==> src/rtl/lock_query_ctrl_if.sv <==
// Vector stream from the oracle/test harness into the lock query sequencer.
// A vector moves on a clock edge where vec_valid and vec_ready are both high; vec_x and
// vec_y_exp must be stable while vec_valid is high, and vec_ready never waits on vec_valid.
interface lock_query_ctrl_if #(
    parameter int NX = 10,
    parameter int NY = 11
);
    logic          vec_valid;
    logic          vec_ready;
    logic [NX-1:0] vec_x;
    logic [NY-1:0] vec_y_exp;

    modport master (output vec_valid, output vec_x, output vec_y_exp, input vec_ready);
    modport slave  (input vec_valid, input vec_x, input vec_y_exp, output vec_ready);
endinterface

==> src/rtl/lock_query_ctrl.sv <==
// Drives one locked FSM through a query: hold key, pulse reset, step vectors on a 4-cycle
// schedule, compare each Mealy output word with its expected word and report mismatches.
module lock_query_ctrl #(
    parameter int NX         = 10,
    parameter int NY         = 11,
    parameter int NK         = 1,
    parameter int LW         = 5,
    parameter int STOP_ON_MM = 0
) (
    input  logic              clk,
    input  logic              rst,
    input  logic              start,
    input  logic [NK-1:0]     key_in,
    input  logic [LW-1:0]     seq_len,
    lock_query_ctrl_if.slave  vec,
    output logic              dut_clk,
    output logic              dut_rst,
    output logic [NX-1:0]     dut_x,
    output logic [NK-1:0]     dut_key,
    input  logic [NY-1:0]     dut_y,
    output logic              busy,
    output logic              done,
    output logic              mismatch,
    output logic [LW-1:0]     mm_idx,
    output logic [LW-1:0]     mm_cnt,
    output logic [2:0]        dbg_state
);

    typedef enum logic [2:0] {
        IDLE   = 3'd0,
        DRST   = 3'd1,
        APPLY  = 3'd2,
        SETTLE = 3'd3,
        SAMPLE = 3'd4,
        ADV    = 3'd5,
        FIN    = 3'd6
    } state_t;

    state_t        state_q, state_d;
    logic          rst_cnt_q, rst_cnt_d;
    logic [LW-1:0] len_q, len_d;
    logic [LW-1:0] vcnt_q, vcnt_d;
    logic [NY-1:0] exp_q, exp_d;
    logic          dut_clk_q, dut_clk_d;
    logic          dut_rst_q, dut_rst_d;
    logic [NX-1:0] dut_x_q, dut_x_d;
    logic [NK-1:0] dut_key_q, dut_key_d;
    logic          vec_ready_q, vec_ready_d;
    logic          busy_q, busy_d;
    logic          done_q, done_d;
    logic          mismatch_q, mismatch_d;
    logic [LW-1:0] mm_idx_q, mm_idx_d;
    logic [LW-1:0] mm_cnt_q, mm_cnt_d;

    always_comb begin
        state_d     = state_q;
        rst_cnt_d   = rst_cnt_q;
        len_d       = len_q;
        vcnt_d      = vcnt_q;
        exp_d       = exp_q;
        dut_clk_d   = 1'b1;
        dut_rst_d   = dut_rst_q;
        dut_x_d     = dut_x_q;
        dut_key_d   = dut_key_q;
        vec_ready_d = vec_ready_q;
        busy_d      = busy_q;
        done_d      = 1'b0;
        mismatch_d  = mismatch_q;
        mm_idx_d    = mm_idx_q;
        mm_cnt_d    = mm_cnt_q;

        case (state_q)
            IDLE: begin
                dut_rst_d = 1'b1;
                if (start) begin
                    dut_key_d  = key_in;
                    len_d      = seq_len;
                    mismatch_d = 1'b0;
                    mm_idx_d   = '0;
                    mm_cnt_d   = '0;
                    vcnt_d     = '0;
                    rst_cnt_d  = 1'b0;
                    if (seq_len == '0) begin
                        state_d = FIN;
                        done_d  = 1'b1;
                        busy_d  = 1'b0;
                    end else begin
                        state_d = DRST;
                        busy_d  = 1'b1;
                    end
                end
            end
            DRST: begin
                if (rst_cnt_q) begin
                    state_d     = APPLY;
                    dut_rst_d   = 1'b0;
                    vec_ready_d = 1'b1;
                end else begin
                    rst_cnt_d = 1'b1;
                end
            end
            APPLY: begin
                if (vec.vec_valid && vec_ready_q) begin
                    dut_x_d     = vec.vec_x;
                    exp_d       = vec.vec_y_exp;
                    vec_ready_d = 1'b0;
                    state_d     = SETTLE;
                end
            end
            SETTLE: state_d = SAMPLE;
            SAMPLE: begin
                // dut_y is sampled on the same edge that drops dut_clk, so the
                // compare sees the pre-transition Mealy output.
                if (dut_y != exp_q) begin
                    mismatch_d = 1'b1;
                    if (!mismatch_q) mm_idx_d = vcnt_q;
                    if (mm_cnt_q != {LW{1'b1}}) mm_cnt_d = mm_cnt_q + 1'b1;
                end
                dut_clk_d = 1'b0;
                state_d   = ADV;
            end
            ADV: begin
                if ((vcnt_q == len_q - 1'b1) || ((STOP_ON_MM != 0) && mismatch_q)) begin
                    state_d = FIN;
                    done_d  = 1'b1;
                    busy_d  = 1'b0;
                end else begin
                    vcnt_d      = vcnt_q + 1'b1;
                    vec_ready_d = 1'b1;
                    state_d     = APPLY;
                end
            end
            FIN: begin
                dut_rst_d = 1'b1;
                state_d   = IDLE;
            end
            default: state_d = IDLE;
        endcase
    end

    always_ff @(posedge clk or posedge rst) begin
        if (rst) begin
            state_q     <= IDLE;
            rst_cnt_q   <= 1'b0;
            len_q       <= '0;
            vcnt_q      <= '0;
            exp_q       <= '0;
            dut_clk_q   <= 1'b1;
            dut_rst_q   <= 1'b1;
            dut_x_q     <= '0;
            dut_key_q   <= '0;
            vec_ready_q <= 1'b0;
            busy_q      <= 1'b0;
            done_q      <= 1'b0;
            mismatch_q  <= 1'b0;
            mm_idx_q    <= '0;
            mm_cnt_q    <= '0;
        end else begin
            state_q     <= state_d;
            rst_cnt_q   <= rst_cnt_d;
            len_q       <= len_d;
            vcnt_q      <= vcnt_d;
            exp_q       <= exp_d;
            dut_clk_q   <= dut_clk_d;
            dut_rst_q   <= dut_rst_d;
            dut_x_q     <= dut_x_d;
            dut_key_q   <= dut_key_d;
            vec_ready_q <= vec_ready_d;
            busy_q      <= busy_d;
            done_q      <= done_d;
            mismatch_q  <= mismatch_d;
            mm_idx_q    <= mm_idx_d;
            mm_cnt_q    <= mm_cnt_d;
        end
    end

    assign vec.vec_ready = vec_ready_q;
    assign dut_clk       = dut_clk_q;
    assign dut_rst       = dut_rst_q;
    assign dut_x         = dut_x_q;
    assign dut_key       = dut_key_q;
    assign busy          = busy_q;
    assign done          = done_q;
    assign mismatch      = mismatch_q;
    assign mm_idx        = mm_idx_q;
    assign mm_cnt        = mm_cnt_q;
    assign dbg_state     = state_q;

endmodule
==> src/flat_wrapper.sv <==
// flat-port wrapper written by rule: the top's interface ports become plain ports
module lock_query_ctrl_flat 
#(
    parameter int NX         = 10,
    parameter int NY         = 11,
    parameter int NK         = 1,
    parameter int LW         = 5,
    parameter int STOP_ON_MM = 0
)
  (clk, rst, start, key_in, seq_len, dut_clk, dut_rst, dut_x, dut_key, dut_y, busy, done, mismatch, mm_idx, mm_cnt, dbg_state, vec_vec_valid, vec_vec_x, vec_vec_y_exp, vec_vec_ready);
  lock_query_ctrl_if #(.NX(NX), .NY(NY)) vec_i ();
  input  logic clk;
  input  logic rst;
  input  logic start;
  input  logic [NK-1:0] key_in;
  input  logic [LW-1:0] seq_len;
  output logic dut_clk;
  output logic dut_rst;
  output logic [NX-1:0] dut_x;
  output logic [NK-1:0] dut_key;
  input  logic [NY-1:0] dut_y;
  output logic busy;
  output logic done;
  output logic mismatch;
  output logic [LW-1:0] mm_idx;
  output logic [LW-1:0] mm_cnt;
  output logic [2:0] dbg_state;
  input wire logic [$bits(vec_i.vec_valid)-1:0] vec_vec_valid;
  input wire logic [$bits(vec_i.vec_x)-1:0] vec_vec_x;
  input wire logic [$bits(vec_i.vec_y_exp)-1:0] vec_vec_y_exp;
  output wire logic [$bits(vec_i.vec_ready)-1:0] vec_vec_ready;
  assign vec_i.vec_valid = vec_vec_valid;
  assign vec_i.vec_x = vec_vec_x;
  assign vec_i.vec_y_exp = vec_vec_y_exp;
  assign vec_vec_ready = vec_i.vec_ready;
  lock_query_ctrl #(.NX(NX), .NY(NY), .NK(NK), .LW(LW), .STOP_ON_MM(STOP_ON_MM)) u_core (.clk(clk), .rst(rst), .start(start), .key_in(key_in), .seq_len(seq_len), .vec(vec_i), .dut_clk(dut_clk), .dut_rst(dut_rst), .dut_x(dut_x), .dut_key(dut_key), .dut_y(dut_y), .busy(busy), .done(done), .mismatch(mismatch), .mm_idx(mm_idx), .mm_cnt(mm_cnt), .dbg_state(dbg_state));
endmodule
==> config.mk <==
export PLATFORM = sky130hd
export DESIGN_NAME = lock_query_ctrl_flat
export DESIGN_NICKNAME = d
export VERILOG_FILES = /design/src/rtl/lock_query_ctrl_if.sv /design/src/rtl/lock_query_ctrl.sv /design/src/flat_wrapper.sv
export SDC_FILE = /design/constraint.sdc
export NUM_CORES = 1
export LEC_CHECK = 0
export BUFFER_PORTS_ARGS = -buffer_cell sky130_fd_sc_hd__buf_2
export CAP_MARGIN = 20
export CORE_MARGIN = 1
export CORE_UTILIZATION = 47
export DETAILED_ROUTE_END_ITERATION = 10
export GPL_TIMING_DRIVEN = 0
export HOLD_SLACK_MARGIN = 0.1
export PLACE_DENSITY = 0.76
export SYNTH_ARGS = -nofsm -noshare
export SYNTH_HDL_FRONTEND = slang
export SYNTH_SLANG_ARGS = --single-unit
==> constraint.sdc <==
create_clock -name clk -period 1.65 [get_ports clk]
set_input_delay 0.0825 -clock clk [delete_from_list [all_inputs] [get_ports clk]]
set_output_delay 0.0825 -clock clk [all_outputs]
set_load 0.05 [all_outputs]
==> impl_results.md <==
* Final hold vios at 0
* Non-Filler Instances at about 440
* PD cells at 1760 mW/mm^2
* Total GRT Usage at 23.5%
* Post-Syn Nets at around 290
* Status: finished with violations
* Synthesis-to-finish area growth at 46.4%
* Worst hold margin at 0.155 ns
* Max-Cap Viols at 0
* Failing checks: setup timing
* Final wirelength at about 7000 um
* Max Slew Vio Count at 0
* Die ar. at 0.00586 sq mm
* Total gr overflow at 0
* Initial antenna violation count at 0
* Longest Clk Path Bufs at 2
* R2r setup slk at -0.13 ns
* Clock sinks at between 50 and 60
* CP Max Fanout at 8
* IO buf count at 71
* Via density at 5.26
* Ant. Diodes at 0
* Final nets at 416
* Clock Skews at 0.00426 ns
* Clk Latency, worst-skew pair at 0.30 ns
* Detailed placement HPWL at between 4000 and 5000 um
* Worst r2r dst: u_core.vec.vec_ready
* Peak supply drop at 1530 uV
* Slew margin rel. at 64.5%
* Root buf cell: clkbuf_8
* CP arrival at 1.98 ns
* Core Rows at 26
* Worst setup SP type: flop
* Starting Density at 49.9%
* Finish-stage setup viols at 12
* PnR worst setup slack at -0.134 ns
* Worst hold path cell count at 3
* Synth warn at 0
* Fmax at around 560 MHz
* Boundary Pins at 72
* Layout Utilization at 73.0%
* CP cell instances: nor2b_1, or3_4, a311oi_4, buf_6, a21oi_2, o21a_1
* RePlAce Congestion at about 0.88
* Vias in the first global route at 2327
* Total number of vias at 2318
* H-tree depth at 2
* Post-synthesis sequential area ratio at 49.9%
* Slew @ Worst Pin at 0.530 ns
* Avg WL per Cell at ~16 um
* Placed insts at around 390
* Netlist Area Pre-Place at 0.00261 sq mm
* CP Class: reg -> reg
* CTS tree: built
* First-pass detailed-route iteration total at 4
* Die Width at 76.6 um
* DP Worst Slack at -0.292 ns
* Mean post-synth cell area at 10.8 sq um
* Critical-path top delay cell: dfrtp_2
* Hold wc startpoint: start
* Pleak at 1.82 nW
* CTS clock-pin slew for the worst setup and hold paths at 0.09 ns
* Residual DRC count at 0
* R2R cell count at 6
* RSZ-0062 raised after global routing: yes
* Core area at 0.00524 sq mm
* Synth cell types at 48
* Critical path endpoint category: flop
* Die height at approximately 77 um
* First-pass GRT wire length at 10700 um
* Hold endpoint: u_core.rst_cnt_q
* Largest net degree at the start of global routing at 44
* TritonCTS Buffers at 5
* EDFF count, synth at 0
* Critical Path RT at 1.85 ns
* Filler Cell Count at ~360
* FFs w/ async S/R, synth at 100%
* Yosys reg bits at 52
* Post-Route Setup TNS at -1.02 ns
* HP Class: in -> reg
* CP max stage delay at 0.46 ns
* Top FF cell, synth: dfrtp_1
* Cells after Synth at 243
* Antenna-violating nets left at 0
* 1st-iter DRT viols at 106
* Final period util at 108%
* Reg2reg start: u_core.len_q[2]
* Tmin final at roughly 1.8 ns
* Share of cells above drive strength 1 at 45.3%
==> worst max path at each step <==
| stage | end | slack [ns] | cells after the start | from |
|---|---|---|---|---|
| after floorplan | u_core.mm_cnt[2] | -0.19 | 7 | u_core.mm_cnt[0] |
| after global placement | u_core.dbg_state[1] | -0.52 | 2 | rst |
| after detailed placement | u_core.vec.vec_ready | -0.29 | 7 | u_core.len_q[0] |
| after CTS | u_core.vec.vec_ready | -0.12 | 6 | u_core.len_q[2] |
| after global routing | u_core.vcnt_q[2] | -0.19 | 8 | u_core.len_q[1] |
| final | u_core.vec.vec_ready | -0.13 | 6 | u_core.len_q[2] |
==> cells in the mapped netlist (5+ instances only) <==
cell type / n / area (sq um)
a21oi_1: 8 / 40.0
dfrtp_1: 50 / 1250
inv_1: 9 / 33.8
mux2_2: 22 / 248
mux2i_1: 9 / 90.1
nand2_1: 35 / 131
nand2b_1: 5 / 31.3
nor2_1: 9 / 33.8
nor2b_1: 5 / 31.3
nor3_1: 5 / 25.0
o21ai_0: 12 / 60.1
xor2_1: 13 / 114
==> stage by stage <==
stage / power, mW / area, sq um
2_1_floorplan: 4.58 / 2660
3_3_place_gp: 5.17 / 3100
3_5_place_dp: 5.27 / 3120
4_1_cts: 6.41 / 3680
5_1_grt: 7.09 / 3820
6_report: 6.71 / 3820
==> layout make-up <==
cell class | count | area, sq um | share of cell area, %
plain buffers | 6 | 53.8 | 1.41
clock inverters | 2 | 35.0 | 0.916
repair buffers | 122 | 830 | 21.7
clock buffers | 6 | 72.6 | 1.90
multi-input cells | 172 | 1390 | 36.3
flip-flops and latches | 52 | 1310 | 34.3
well taps | 70 | 87.6 | 2.29
inverters | 11 | 43.8 | 1.15
==> critical path, delay by kind of cell, from the launching register on <==
| family | cells | cell delay (ns) |
|---|---|---|
| AO/OA/AOI/OAI | 3 | 0.53 |
| AND/OR/NAND/NOR | 2 | 0.52 |
| flip-flops | 1 | 0.46 |
| buffers and inverters | 1 | 0.17 |
==> what timing repair did <==
item | in CTS | in global routing
gates resized for setup | 19 | 20
hold buffers | 28 | 0
buffers inserted | 12 | 10
endpoints found under the setup margin | 22 | 39
endpoints found under the hold margin | 78 | 0
gates cloned | 0 | 1
pin swaps | 9 | 9
==> sequential cells by signal (all words and copies together) (netlist names), 3 cells and up <==
register,count
u_core.dut_x,10
u_core.dbg_state,3
u_core.vcnt_q,5
u_core.len_q,5
u_core.exp_q,11
u_core.mm_cnt,5
u_core.mm_idx,5
==> power breakdown <==
group,internal (mW),switching (mW),total (mW)
registers,1.77,0.437,2.21
clock network,0.451,0.405,0.855
logic,1.43,2.21,3.64
total,3.66,3.05,6.71
==> placed cells by master (no fill, tap or decap), drive strengths merged, types with 5 or more instances in the layout <==
cell         synthesis  layout
o21ai               12      12
dfrtp               50      50
clkbuf               4       8
nor3                 7       7
nand3                5       5
nand2               35      35
buf                  4      98
xor2                13      13
mux2i                9       9
mux2                22      22
nor2b                5       5
inv                 11      11
nand2b               5       5
nor2                 9       9
a21oi                8       8
dlygate4sd3          0      28
==> metal layers <==
metal	global-route usage, %	wire length [um]	up-vias
met5	0	0	-
met4	6.35	72	0
met3	5.27	349	10
met2	41.3	3580	80
met1	28.8	2860	1121
li1	-	-	1107
==> cell families (layout without fill, tap and decap cells) <==
logic type,after synthesis,after routing,synth area share (%)
flip-flops,52,52,49.9
adder cells (fa/ha/maj),4,4,1.92
AO/OA/AOI/OAI,38,38,10.1
multiplexers,31,31,12.9
buffers and inverters,19,147,2.92
XOR/XNOR,16,16,5.36
AND/OR/NAND/NOR,83,83,16.9
Note: power is estimated with default switching activity, not from simulation.
